==> src/rtl/fetch_unit.sv <==
// Instruction fetch stage: owns the PC, issues word-aligned reads and buffers in-order
// responses in a small FIFO presented to decode with the instruction's PC.
module fetch_unit #(
  parameter int unsigned     XLEN     = 32,
  parameter logic [XLEN-1:0] RESET_PC = '0,
  parameter int unsigned     DEPTH    = 4
) (
  input  logic            clk,
  input  logic            rstn,
  output logic [XLEN-1:0] o_im_araddr,
  output logic            o_im_arvalid,
  input  logic            i_im_arready,
  input  logic            i_im_rvalid,
  input  logic [XLEN-1:0] i_im_rdata,
  output logic            o_im_rready,
  output logic            o_if_valid,
  output logic [XLEN-1:0] o_if_inst,
  output logic [XLEN-1:0] o_if_pc,
  input  logic            i_id_ready,
  input  logic            i_br_valid,
  input  logic [XLEN-1:0] i_br_target
);

  localparam int unsigned PW      = $clog2(DEPTH);
  localparam int unsigned CW      = PW + 1;
  localparam logic [CW:0] DEPTH_W = (CW + 1)'(DEPTH);

  logic [XLEN-1:0] r_pc;
  logic [XLEN-1:0] r_rsp_pc;
  logic [CW-1:0]   r_out_cnt;
  logic [CW-1:0]   r_kill_cnt;
  logic [CW-1:0]   r_count;
  logic [PW-1:0]   r_wptr;
  logic [PW-1:0]   r_rptr;
  logic [XLEN-1:0] r_inst_mem [DEPTH];
  logic [XLEN-1:0] r_pc_mem   [DEPTH];

  logic            w_req;
  logic            w_rsp;
  logic            w_push;
  logic            w_pop;
  logic [CW:0]     w_pending;
  logic [XLEN-1:0] w_br_addr;

  // Slots are reserved at issue, so in-flight plus buffered never exceeds DEPTH.
  assign w_pending = {1'b0, r_out_cnt} + {1'b0, r_count};
  assign w_br_addr = {i_br_target[XLEN-1:2], 2'b00};

  assign o_im_araddr  = r_pc;
  assign o_im_rready  = 1'b1;
  assign o_im_arvalid = rstn && !i_br_valid && (w_pending < DEPTH_W);
  assign o_if_valid   = (r_count != '0) && !i_br_valid;
  assign o_if_inst    = r_inst_mem[r_rptr];
  assign o_if_pc      = r_pc_mem[r_rptr];

  // A response with nothing outstanding is a protocol violation and is ignored.
  assign w_req  = o_im_arvalid && i_im_arready;
  assign w_rsp  = i_im_rvalid && (r_out_cnt != '0);
  assign w_push = w_rsp && (r_kill_cnt == '0) && !i_br_valid;
  assign w_pop  = o_if_valid && i_id_ready;

  always_ff @(posedge clk or negedge rstn) begin
    if (!rstn) begin
      r_pc       <= RESET_PC;
      r_rsp_pc   <= RESET_PC;
      r_out_cnt  <= '0;
      r_kill_cnt <= '0;
      r_count    <= '0;
      r_wptr     <= '0;
      r_rptr     <= '0;
      for (int i = 0; i < DEPTH; i++) begin
        r_inst_mem[i] <= '0;
        r_pc_mem[i]   <= '0;
      end
    end else begin
      r_out_cnt <= r_out_cnt + CW'(w_req) - CW'(w_rsp);
      if (i_br_valid) begin
        // Everything still in flight after this cycle belongs to the old path.
        r_pc       <= w_br_addr;
        r_rsp_pc   <= w_br_addr;
        r_count    <= '0;
        r_rptr     <= r_wptr;
        r_kill_cnt <= r_out_cnt - CW'(w_rsp);
      end else begin
        if (w_req) begin
          r_pc <= r_pc + XLEN'(4);
        end
        if (w_push) begin
          r_inst_mem[r_wptr] <= i_im_rdata;
          r_pc_mem[r_wptr]   <= r_rsp_pc;
          r_wptr             <= r_wptr + PW'(1);
          r_rsp_pc           <= r_rsp_pc + XLEN'(4);
        end
        if (w_pop) begin
          r_rptr <= r_rptr + PW'(1);
        end
        r_count <= r_count + CW'(w_push) - CW'(w_pop);
        if (w_rsp && (r_kill_cnt != '0)) begin
          r_kill_cnt <= r_kill_cnt - CW'(1);
        end
      end
    end
  end

endmodule
==> config.mk <==
export PLATFORM = sky130hd
export DESIGN_NAME = fetch_unit
export DESIGN_NICKNAME = d
export VERILOG_FILES = /design/src/rtl/fetch_unit.sv
export SDC_FILE = /design/constraint.sdc
export NUM_CORES = 1
export LEC_CHECK = 0
export CORE_MARGIN = 4
export CORE_UTILIZATION = 57
export DETAILED_ROUTE_END_ITERATION = 10
export GPL_TIMING_DRIVEN = 0
export PLACE_DENSITY = 0.77
export SYNTH_ARGS = -nofsm -noshare
export SYNTH_HDL_FRONTEND = slang
export SYNTH_SLANG_ARGS = --single-unit
export TNS_END_PERCENT = 50
==> constraint.sdc <==
create_clock -name clk -period 3.46 [get_ports clk]
set_input_delay 1.038 -clock clk [delete_from_list [all_inputs] [get_ports clk]]
set_output_delay 1.038 -clock clk [all_outputs]
set_load 0.05 [all_outputs]
* Yosys cells after proc, flatten, opt, wreduce, memory -nomap -nowiden *
Index checks and enable logic that the tools add are counted.

operators by class
  $add $sub $neg = 11
  $mul = 0
  divide/modulo/power cells = 0
  $lt $le $gt $ge = 4
  eq/ne operators = 0
  shift-type cells = 0
  muxes and demuxes = 19
  bitwise gates (word level) = 3
  reduce and logical (&&, ||, !) cells = 20

operator list
  kind                   count
  $mux 32                9
  $bwmux 128             2
  $bmux 32 s2            2
  $add 32x3->32 const B  2
  $demux 32 s2           1
  $logic_and 1x1->1      10
  $mux 3                 3
  $reduce_bool 3->1      3
  $sub 3x1->3            3
  $reduce_bool 2->1      4
  $add 3x1->3            2
  $ge 3x3->1 const B     2
  $not 2->3              2
  $add 2x1->2 const B    2
  $add 3x3->4            1
  $lt 4x3->1 const B     1
  $mux 2                 2
  $logic_not 3->1        1
  $lt 3x1->1 const B     1
  $sub 3x1->3 const B    1
  $reduce_and 2->1       1
  $logic_not 1->1        1
  $not 1->1              1

word-level totals
  bits in registers = 333
  bits in latches = 0
  bits in writable memories = 0
  ROM bits = 0
  bits of input ports = 70
  output and inout port bits = 99
  word-level logic and storage cells = 72
  memories = 0

* Longest topological paths before layout *
  depth after elaboration = 7
  gate-level depth with buffers = 13
  mapped depth without buffers = 12

* Worst setup path after synthesis *
No wires, ideal clock.

  kind = input-to-output
  start point = input i_br_valid
  end point = output o_im_arvalid
  arrival time = 3069 ps
  data required time = 2422 ps
  setup slack = -647 ps
  stages on the path = 2
  path buffers = 0
  cells stage by stage = or3_1 -> nor4b_1

between the ends
  word-level cells in the longest chain between the ends = 3

RTL lines
  item                            line  text
  from (decl)                     20    input logic i_br_valid,
  $logic_not 1->1                 51    assign o_im_arvalid = rstn && !i_br_valid && (w_pending < DEPTH_W);
  $logic_and 1x1->1 (2 in a row)  51
  to (decl)                       11    output logic o_im_arvalid,

No other way between the ends.

* Worst setup path after layout *
Ends and elaborated chain as after synthesis.

==> impl_metrics.json <==
{
  "post-route-period-util_pct": 100,
  "fmax_mhz": 288,
  "overflow": 0,
  "n_antenna_cell": 0,
  "finalHoldViolCount": 0,
  "port_buffers": 161,
  "cp_data_required_time_ns": 2.42,
  "cp.arrival_ns": 2.44,
  "p_leak_nw": 8.83,
  "wl_per_cell_um": 21.7,
  "grt_pass1_vias": 10476,
  "ys_types": 59,
  "wl_um": 36400,
  "total_power_mw": 17.0,
  "cp_top_family": "simple AND/OR/NAND/NOR gates",
  "slowest_stage": "clkdlybuf4s50_1",
  "cts_buffer_depth": 3,
  "layout_commonest_cell": "dfrtp_1",
  "worstSetupPathType": "in2out",
  "final_cell_mix": "320 x dfrtp_1, 240 x mux2_4, 96 x clkdlybuf4s50_1, 62 x mux4_2, 53 x nand2_1",
  "h-tree-depth": 2,
  "final.min_clock_period_ns": 3.48,
  "synth_edf_count": 0,
  "place_area_mm2": 0.0184,
  "avgSynthCellArea_um2": 15.2,
  "grt_pass1_wl_um": 58200,
  "antenna_found_initial": 0,
  "ys_warn_count": 0,
  "dieArea_mm2": 0.0313,
  "cts_hold_buf": 0,
  "worst_pin_slew_ns": 0.694,
  "slowest_delay_ns": 0.48,
  "num-nets-final": 1367,
  "design_area_mm2": 0.0197,
  "status": "complete, but fails checks",
  "vdd_drop_max_v": 0.000356,
  "p_per_area_mw_per_mm2": 864,
  "relSlewSlack_pct": 53.8,
  "rsz0062_at_grt": "yes",
  "violations": "setup timing",
  "whs_ns": 0.409,
  "ios": 169,
  "clkTransAtPathRegs_ns": 0.06,
  "synth_ff_type": "dfrtp_1",
  "die_w_um": 177,
  "grt_max_degree": 111,
  "seq_area_frac_synth_pct": 49.4,
  "hpwl_um": 23800,
  "dpl_worst_slack_ns": -1.02,
  "core_mm2": 0.0279,
  "ys_ff_latch": 321,
  "cp-end-kind": "primary output",
  "syn2layout_area_growth_pct": 21.1,
  "clock_skew_ns": 0.0108,
  "cts_made_buffers": 36,
  "setup_slack_ns": -0.0170,
  "report.final.setup_viol": 1,
  "drive_gt1_share_pct": 36.1,
  "viasPerCell": 5.83,
  "drtPass1Iterations": 5,
  "die_y_um": 177,
  "crit_chain": "clkdlybuf4s50_1 > or3_4 > nor4b_4 > buf_6",
  "cts_tree": "done",
  "ant_nets": 0,
  "cp_max_fo": 3,
  "syn_inst": 1072,
  "root_buffer": "clkbuf_16",
  "syn-cell-area_mm2": 0.0163,
  "cap_violations": 0,
  "dr_total_vias": 9798,
  "hold_path.class": "in2async",
  "drc": 0,
  "gp_congestion": 0.845,
  "maxSlewViolCount": 0,
  "insertion_delay_ns": 0.50,
  "path_buf_inv": 2,
  "clkSinkCount": 321,
  "startpoint_type": "primary input",
  "drtIter0Drc": 664,
  "start_util_pct": 58.2,
  "rows": 61,
  "grt_usage_pct": 23.3,
  "synthArstFlopShare_pct": 100
}
-- area by class of cell --
class	count	area, um^2
timing repair buffer	168	1670
clock buffer	54	1080
fill	1897	8240
clock inverter	7	135
buffer	74	831
sequential	321	8030
tap	378	473
inverter	23	90.1
multi-input combinational	655	7380
-- sequential cells by signal (all words and copies together), names as in the netlist --
register	cells
r_inst_mem	128
r_pc_mem	120
o_im_araddr	30
r_rsp_pc	30
r_count	3
r_kill_cnt	3
r_out_cnt	3
r_rptr	2
r_wptr	2
-- power by group --
| group | internal, mW | switching, mW | leakage [nW] |
|---|---|---|---|
| logic | 3.43 | 3.68 | 4.10 |
| clock network | 2.44 | 1.48 | 0.598 |
| registers | 5.08 | 0.906 | 4.14 |
| total | 11.0 | 6.07 | 8.83 |
-- cell families after synthesis --
family	after synthesis	share of synthesized area (%)
flip-flops	321	49.4
multiplexers	314	31.6
AND/OR/NAND/NOR	184	6.15
buffers and inverters	99	5.39
AO/OA/AOI/OAI	92	3.71
XOR/XNOR	42	2.26
adder cells (fa/ha/maj)	18	1.48
other	2	0.0462
-- synth_stat cells (all sizes together) (3+ instances only) --
library cell / count / area [um^2]
a21boi: 8 / 60.1
a21oi: 11 / 55.1
a31oi: 3 / 18.8
and2: 9 / 66.3
and3: 10 / 62.6
and4: 5 / 43.8
buf: 49 / 687
clkbuf: 27 / 104
dfrtp: 321 / 8030
ha: 16 / 200
inv: 22 / 82.6
mux2: 249 / 3700
mux2i: 3 / 30.0
mux4: 62 / 1400
nand2: 53 / 199
nand2b: 4 / 25.0
nand3: 29 / 155
nand4: 17 / 113
nor2: 23 / 86.3
nor2b: 3 / 18.8
nor3: 15 / 80.1
nor4: 6 / 67.6
o211ai: 15 / 113
o21ai: 35 / 175
o311ai: 6 / 52.6
o31a: 4 / 43.8
or3: 4 / 30.0
xnor2: 30 / 263
xor2: 12 / 105
-- metal layers --
layer / share of wire (%) / GRT usage [%]
met2: 46 / 36.6
met4: 2.0 / 5.61
met5: 0 / 0
met3: 5.6 / 3.57
met1: 46 / 34.5
-- path summary, 6_finish.rpt --
kind / from / end / slack (ns) / cells past startpoint
max: i_br_valid / o_im_arvalid / -0.02 / 4
min: rstn / r_inst_mem[47] / 0.41 / 1
max reg2reg: r_out_cnt[2] / r_out_cnt[2] / 0.53 / 11
min reg2reg: r_pc_mem[58] / r_pc_mem[58] / 0.50 / 1
max in group asynchronous: rstn / o_im_araddr[12] / 2.24 / 2
min in group clk: r_pc_mem[58] / r_pc_mem[58] / 0.50 / 1
-- timing repair --
item / 4_1_cts / 5_1_grt
resized for setup: 116 / 25
setup buffers: 0 / 3
cloned: 1 / 1
setup endpoints to repair: 66 / 35
-- worst register-to-register path, delay by kind of cell (launching register included) --
family | cells | cell delay (ns)
xor+xnor | 2 | 0.27
fa+ha+maj | 4 | 1.13
flops | 1 | 0.45
buf+inv | 3 | 0.33
simple gates | 2 | 0.65
-- per-stage QoR --
stage	utilization (%)	TNS [ns]	instances
2_1_floorplan	-	0	1075
3_3_place_gp	65.7	-4384.27	1614
3_5_place_dp	65.9	-23.37	1616
4_1_cts	70.4	-0.0952	1677
5_1_grt	70.5	-0.422	1680
6_report	70.5	-0.0170	1680
Power figures use the tool's default switching activity.
